### src/rtl/pulse_capture.sv
// pulse_capture: bus-mapped input-capture peripheral. Measures the width of
// the most recent active pulse on cap_in and the period between the two most
// recent active edges, both in clk cycles, and raises a level interrupt when
// a new measurement is latched.
//
// Ports:
//   clk      system clock, rising edge
//   reset    asynchronous, active-high reset
//   CS_N     chip select (active low)
//   RD_N     read strobe (active low)
//   WR_N     write strobe (active low)
//   Addr     byte offset: 0x000 CTRL, 0x004 STATUS, 0x008 WIDTH, 0x00C PERIOD
//   DataIn   write data
//   DataOut  read data (combinational, 0 when not reading)
//   Intr     registered IE & VALID
//   cap_in   asynchronous input under measurement
module pulse_capture #(
  parameter int unsigned CNT_W       = 32,
  parameter int unsigned SYNC_STAGES = 2
) (
  input  logic        clk,
  input  logic        reset,
  input  logic        CS_N,
  input  logic        RD_N,
  input  logic        WR_N,
  input  logic [11:0] Addr,
  input  logic [31:0] DataIn,
  output logic [31:0] DataOut,
  output logic        Intr,
  input  logic        cap_in
);

  typedef enum logic [1:0] {IDLE, ARM, HIGH, LOW} state_t;

  localparam logic [CNT_W-1:0] ONE = CNT_W'(1);

  state_t                 state_q, state_d;
  logic [SYNC_STAGES-1:0] sync_q;
  logic                   act, act_q, act_rise;
  logic                   en_q, ie_q, pol_q;
  logic                   valid_q, valid_d, ovr_q, ovr_d;
  logic                   intr_q;
  logic [CNT_W-1:0]       wcnt_q, wcnt_d, pcnt_q, pcnt_d;
  logic [CNT_W-1:0]       width_q, period_q;
  logic                   complete;
  logic                   wr, wr_ctrl, wr_stat, rd;
  logic                   unused_data;

  function automatic logic [CNT_W-1:0] sat_inc(input logic [CNT_W-1:0] v);
    return (&v) ? v : v + ONE;
  endfunction

  assign act      = sync_q[SYNC_STAGES-1] ^ pol_q;
  assign act_rise = act & ~act_q;

  assign wr      = ~CS_N & ~WR_N;
  assign rd      = ~CS_N & ~RD_N;
  assign wr_ctrl = wr && (Addr == 12'h000);
  assign wr_stat = wr && (Addr == 12'h004);

  assign unused_data = ^DataIn[31:3];

  always_comb begin
    state_d  = state_q;
    wcnt_d   = wcnt_q;
    pcnt_d   = pcnt_q;
    complete = 1'b0;
    if (!en_q) begin
      state_d = IDLE;
      wcnt_d  = '0;
      pcnt_d  = '0;
    end else begin
      case (state_q)
        IDLE: begin
          wcnt_d  = '0;
          pcnt_d  = '0;
          state_d = ARM;
        end
        ARM: begin
          if (act_rise) begin
            wcnt_d  = ONE;
            pcnt_d  = ONE;
            state_d = HIGH;
          end
        end
        HIGH: begin
          pcnt_d = sat_inc(pcnt_q);
          if (act) wcnt_d = sat_inc(wcnt_q);
          else     state_d = LOW;
        end
        LOW: begin
          pcnt_d = sat_inc(pcnt_q);
          if (act_rise) begin
            complete = 1'b1;
            wcnt_d   = ONE;
            pcnt_d   = ONE;
            state_d  = HIGH;
          end
        end
        default: state_d = IDLE;
      endcase
    end
  end

  // A completion outranks a same-cycle write-1-to-clear; OVR looks only at
  // the VALID value from before this cycle.
  always_comb begin
    valid_d = complete | (valid_q & ~(wr_stat & DataIn[0]));
    ovr_d   = (complete & valid_q) | (ovr_q & ~(wr_stat & DataIn[1]));
  end

  always_ff @(posedge clk or posedge reset) begin
    if (reset) begin
      state_q  <= IDLE;
      sync_q   <= '0;
      act_q    <= 1'b0;
      en_q     <= 1'b0;
      ie_q     <= 1'b0;
      pol_q    <= 1'b0;
      valid_q  <= 1'b0;
      ovr_q    <= 1'b0;
      intr_q   <= 1'b0;
      wcnt_q   <= '0;
      pcnt_q   <= '0;
      width_q  <= '0;
      period_q <= '0;
    end else begin
      state_q <= state_d;
      sync_q  <= {sync_q[SYNC_STAGES-2:0], cap_in};
      act_q   <= act;
      if (wr_ctrl) begin
        en_q  <= DataIn[0];
        ie_q  <= DataIn[1];
        pol_q <= DataIn[2];
      end
      valid_q <= valid_d;
      ovr_q   <= ovr_d;
      intr_q  <= ie_q & valid_q;
      wcnt_q  <= wcnt_d;
      pcnt_q  <= pcnt_d;
      if (complete) begin
        width_q  <= wcnt_q;
        period_q <= pcnt_q;
      end
    end
  end

  always_comb begin
    DataOut = '0;
    if (rd) begin
      case (Addr)
        12'h000: DataOut = {29'd0, pol_q, ie_q, en_q};
        12'h004: DataOut = {29'd0, state_q != IDLE, ovr_q, valid_q};
        12'h008: DataOut = 32'(width_q);
        12'h00C: DataOut = 32'(period_q);
        default: DataOut = '0;
      endcase
    end
  end

  assign Intr = intr_q;

endmodule

### config.mk
export PLATFORM = sky130hd
export DESIGN_NAME = pulse_capture
export DESIGN_NICKNAME = d
export VERILOG_FILES = /design/src/rtl/pulse_capture.sv
export SDC_FILE = /design/constraint.sdc
export NUM_CORES = 1
export LEC_CHECK = 0
export CAP_MARGIN = 20
export CORE_MARGIN = 4
export CORE_UTILIZATION = 32
export CTS_CLUSTER_SIZE = 12
export DETAILED_ROUTE_END_ITERATION = 12
export PLACE_DENSITY_LB_ADDON = 0.15
export SLEW_MARGIN = 10
export SYNTH_ARGS = -nofsm -noshare
export SYNTH_HDL_FRONTEND = slang
export SYNTH_SLANG_ARGS = --single-unit
### constraint.sdc
create_clock -name clk -period 4.69 [get_ports clk]
set_clock_uncertainty 0.05 [all_clocks]
set_input_delay 0.938 -clock clk [delete_from_list [all_inputs] [get_ports clk]]
set_output_delay 0.938 -clock clk [all_outputs]
set_load 0.01 [all_outputs]
==> impl_metrics.env <==
export IMPL_p_per_area_nw_per_um2=319
export IMPL_slew_headroom_pct=56.8
export IMPL_grt_setup_unrepaired="false"
export IMPL_fp_dieH_um=156
export IMPL_cp_data_required_time_ns=3.70
export IMPL_endpoint_kind="output pin"
export IMPL_cp_slowest_stage_delay_ns=0.60
export IMPL_globalRouteOverflowTotal=0
export IMPL_cts_setup_buffers=0
export IMPL_path_clk_slew_ns=0.06
export IMPL_grtUsageTotal_pct=15.1
export IMPL_dp_slack_ns=0.214
export IMPL_worstPathArrival_ns=3.43
export IMPL_grt_pass1_vias=5287
export IMPL_syn_to_final_growth_pct=20.9
export IMPL_syn_nets=697
export IMPL_synth_distinct_cells=59
export IMPL_synth_xor_area_share_pct=6.14
export IMPL_p_int_mw=2.16
export IMPL_drc_errors=0
export IMPL_worstHoldPathCells=0
export IMPL_start_util_pct=32.8
export IMPL_clkPwrFrac_pct=53.5
export IMPL_fin_area_sq_um=8420
export IMPL_ys_seq_elements=139
export IMPL_ys_async_sr_fraction_pct=100
export IMPL_yosys_warnings=0
export IMPL_avgSynthCellArea_sq_um=10.8
export IMPL_max_freq_mhz=226
export IMPL_final_hold_violation_count=0
export IMPL_ys_flop_type="dfrtp_1"
export IMPL_p_sw_mw=0.526
export IMPL_start_kind="primary input"
export IMPL_leakagePower_nw=3.27
export IMPL_path_class="in2out"
export IMPL_grt_max_degree=120
export IMPL_maxCapViolCount=0
export IMPL_cp_slowest_cell="clkdlybuf4s50_1"
export IMPL_syn_area_sq_um=6970
export IMPL_avgViaCountPerCell=5.22
export IMPL_placed_area_sq_um=7780
export IMPL_whs_ns=0.306
export IMPL_ant_nets=0
export IMPL_setup_ws_ns=0.269
export IMPL_cts_tree="yes"
export IMPL_finalSetupViolations=0
export IMPL_wl_per_cell_um=17.8
export IMPL_antennaDiodeCount=0
export IMPL_dp_hpwl_um=12100
export IMPL_ios=83
export IMPL_ir_drop_mv=0.178
export IMPL_fill_cells=2050
export IMPL_clockBufferDepth=2
export IMPL_synth_top_family_by_area="simple AND/OR/NAND/NOR gates"
export IMPL_status="completed"
export IMPL_p_sw_share_pct=19.6
export IMPL_clock_sinks=139
export IMPL_insertion_delay_ns=0.42
export IMPL_rr_worst_depth=7
export IMPL_wl_um=17500
export IMPL_fin_tns_setup_ns=0
export IMPL_nets=747
export IMPL_htree_levels=4
export IMPL_crit_top_cell="clkdlybuf4s50_1"
export IMPL_crit_chain="clkdlybuf4s50_1 -> nor4_1 -> nand3_1 -> nor3_2 -> buf_4 -> a22oi_1 -> a21oi_1 -> clkdlybuf4s50_1"
export IMPL_ys_seq_area_share_pct=49.9
export IMPL_period_minus_slack_ns=4.42
export IMPL_period_share_pct=94.3
export IMPL_worst_pin_slew_ns=0.649
export IMPL_synth_compound_area_share_pct=10.2
export IMPL_ctsHoldBuffers=0
export IMPL_core_sq_um=21200
export IMPL_die_w_um=156
export IMPL_maxSlewViolCount=0
export IMPL_grt_antenna_before_repair=0
export IMPL_power_share_combinational_pct=1.8
export IMPL_utilization_pct=39.7
export IMPL_reg2reg_from="state_q[0]"
export IMPL_reg2reg_to="wcnt_q[7]"
export IMPL_hp_class="reg2reg"
export IMPL_portBuffers=53
export IMPL_die_area_sq_um=24200
export IMPL_synth_fa_ha_area_share_pct=0.359
export IMPL_grt_pass1_wl_um=28900
export IMPL_r2r_setup_slack_ns=1.69
export IMPL_p_seq_share_pct=44.7
export IMPL_cp_max_fo=32
export IMPL_hold_path_end="sync_q[1]"
export IMPL_syn_inst=645
export IMPL_synth_edff_count=0
export IMPL_gp_congestion=0.783
export IMPL_dr_total_vias=5129
export IMPL_rows=53
export IMPL_drt_pre_antenna_iters=4
export IMPL_cts_resized=0
export IMPL_layout_drive_gt1_share_pct=20.4
export IMPL_drtIter0Drc=326
export IMPL_yosys_area_share_simple_pct=19.6
export IMPL_root_buffer="clkbuf_16"
export IMPL_min_from="sync_q[0]"
export IMPL_muxShareOfSynthArea_pct=10.8
export IMPL_cts_buffers=17
## worst max-delay path by stage
stage,startpoint,end,slack [ns],cells after the start
2_1_floorplan,Addr[7],DataOut[0],1.35,6
3_3_place_gp,Addr[7],DataOut[1],0.37,8
3_5_place_dp,Addr[5],DataOut[1],0.21,8
4_1_cts,Addr[5],DataOut[1],0.21,8
5_1_grt,Addr[5],DataOut[2],0.007,8
6_report,Addr[5],DataOut[1],0.27,8
## power by group through the flow
stage                     clock, mW  combinational (mW)  sequential (mW)
after global routing           1.53              0.0560             1.20
after floorplan                   0              0.0220             1.22
final                          1.44              0.0487             1.20
after global placement            0              0.0504             1.22
after CTS                      1.48              0.0513             1.20
after detailed placement          0              0.0509             1.22
## area by class of cell
| cell class | count | area (sq um) | area share (%) |
|---|---|---|---|
| well taps | 275 | 344 | 4.09 |
| multi-input cells | 465 | 3300 | 39.1 |
| inverters | 7 | 32.5 | 0.386 |
| clock inverters | 6 | 134 | 1.59 |
| clock buffers | 25 | 495 | 5.88 |
| repair buffers | 65 | 641 | 7.61 |
| flip-flops and latches | 139 | 3480 | 41.3 |
## metrics by stage
step	power, mW	cells
finish	2.69	982
global route	2.78	982
CTS	2.73	981
detailed placement	1.27	950
global placement	1.27	950
floorplan	1.25	645
## critical path, delay by kind of cell
kind	cells	cell delay [ns]
buffers and inverters	3	1.43
and+or+nand+nor	3	0.68
AOI/OAI and AO/OA	2	0.38
## per-layer routing
metal	GRT usage, %	vias to the layer above	share of wire (%)
li1	-	2445	-
met1	20.0	2576	46
met2	24.5	93	48
met3	3.50	15	4.0
met4	4.96	0	1.6
met5	0	-	0
## cells by family after synthesis
| group | Yosys count |
|---|---|
| buffers and inverters | 41 |
| and+or+nand+nor | 251 |
| DFF | 139 |
| xor gates and xnor gates | 48 |
| AOI/OAI and AO/OA | 97 |
| muxes | 67 |
| adders and majority gates | 2 |
## registers in the layout (all words and copies together), names as in the netlist
signal	cells
en_q	1
sync_q	2
valid_q	1
ovr_q	1
ie_q	1
period_q	32
Intr	1
act_q	1
pcnt_q	32
wcnt_q	32
pol_q	1
width_q	32
state_q	2
## placed cells by master, fill, tap and decap left out, drive strengths merged, types with 8 or more instances in the layout
| cell type | n |
|---|---|
| and3 | 10 |
| xor2 | 24 |
| nand3 | 28 |
| nor3 | 25 |
| or3 | 10 |
| a22oi | 34 |
| or4 | 8 |
| a21oi | 13 |
| nor2 | 96 |
| xnor2 | 24 |
| clkdlybuf4s50 | 53 |
| nor4 | 11 |
| mux2 | 67 |
| nand4 | 16 |
| dfrtp | 139 |
| buf | 12 |
| o21ai | 25 |
| clkbuf | 25 |
| nand2 | 30 |
| o2111ai | 9 |
## synthesized netlist by cell type, drive strengths merged, types with 2 or more instances
master	n	area (sq um)
a21oi	13	65.1
xor2	24	210
nor2b	2	12.5
nand2	30	113
a21o	2	15.0
a31oi	2	12.5
or4	8	67.6
nor4b	2	32.5
clkbuf	19	71.3
xnor2	24	218
and2	3	18.8
o31a	2	17.5
inv	7	28.8
and4	4	37.5
o21ai	25	140
o2111ai	9	97.6
nor2	96	360
nor4	11	109
dfrtp	139	3480
mux2	67	754
ha	2	25.0
nor3b	3	27.5
buf	15	106
nand3	28	158
nand4	16	119
or2	2	12.5
a22oi	34	255
or3	10	62.6
and3	10	62.6
nor3	25	160
o211ai	3	32.5
Note: power is estimated with default switching activity, not from simulation.
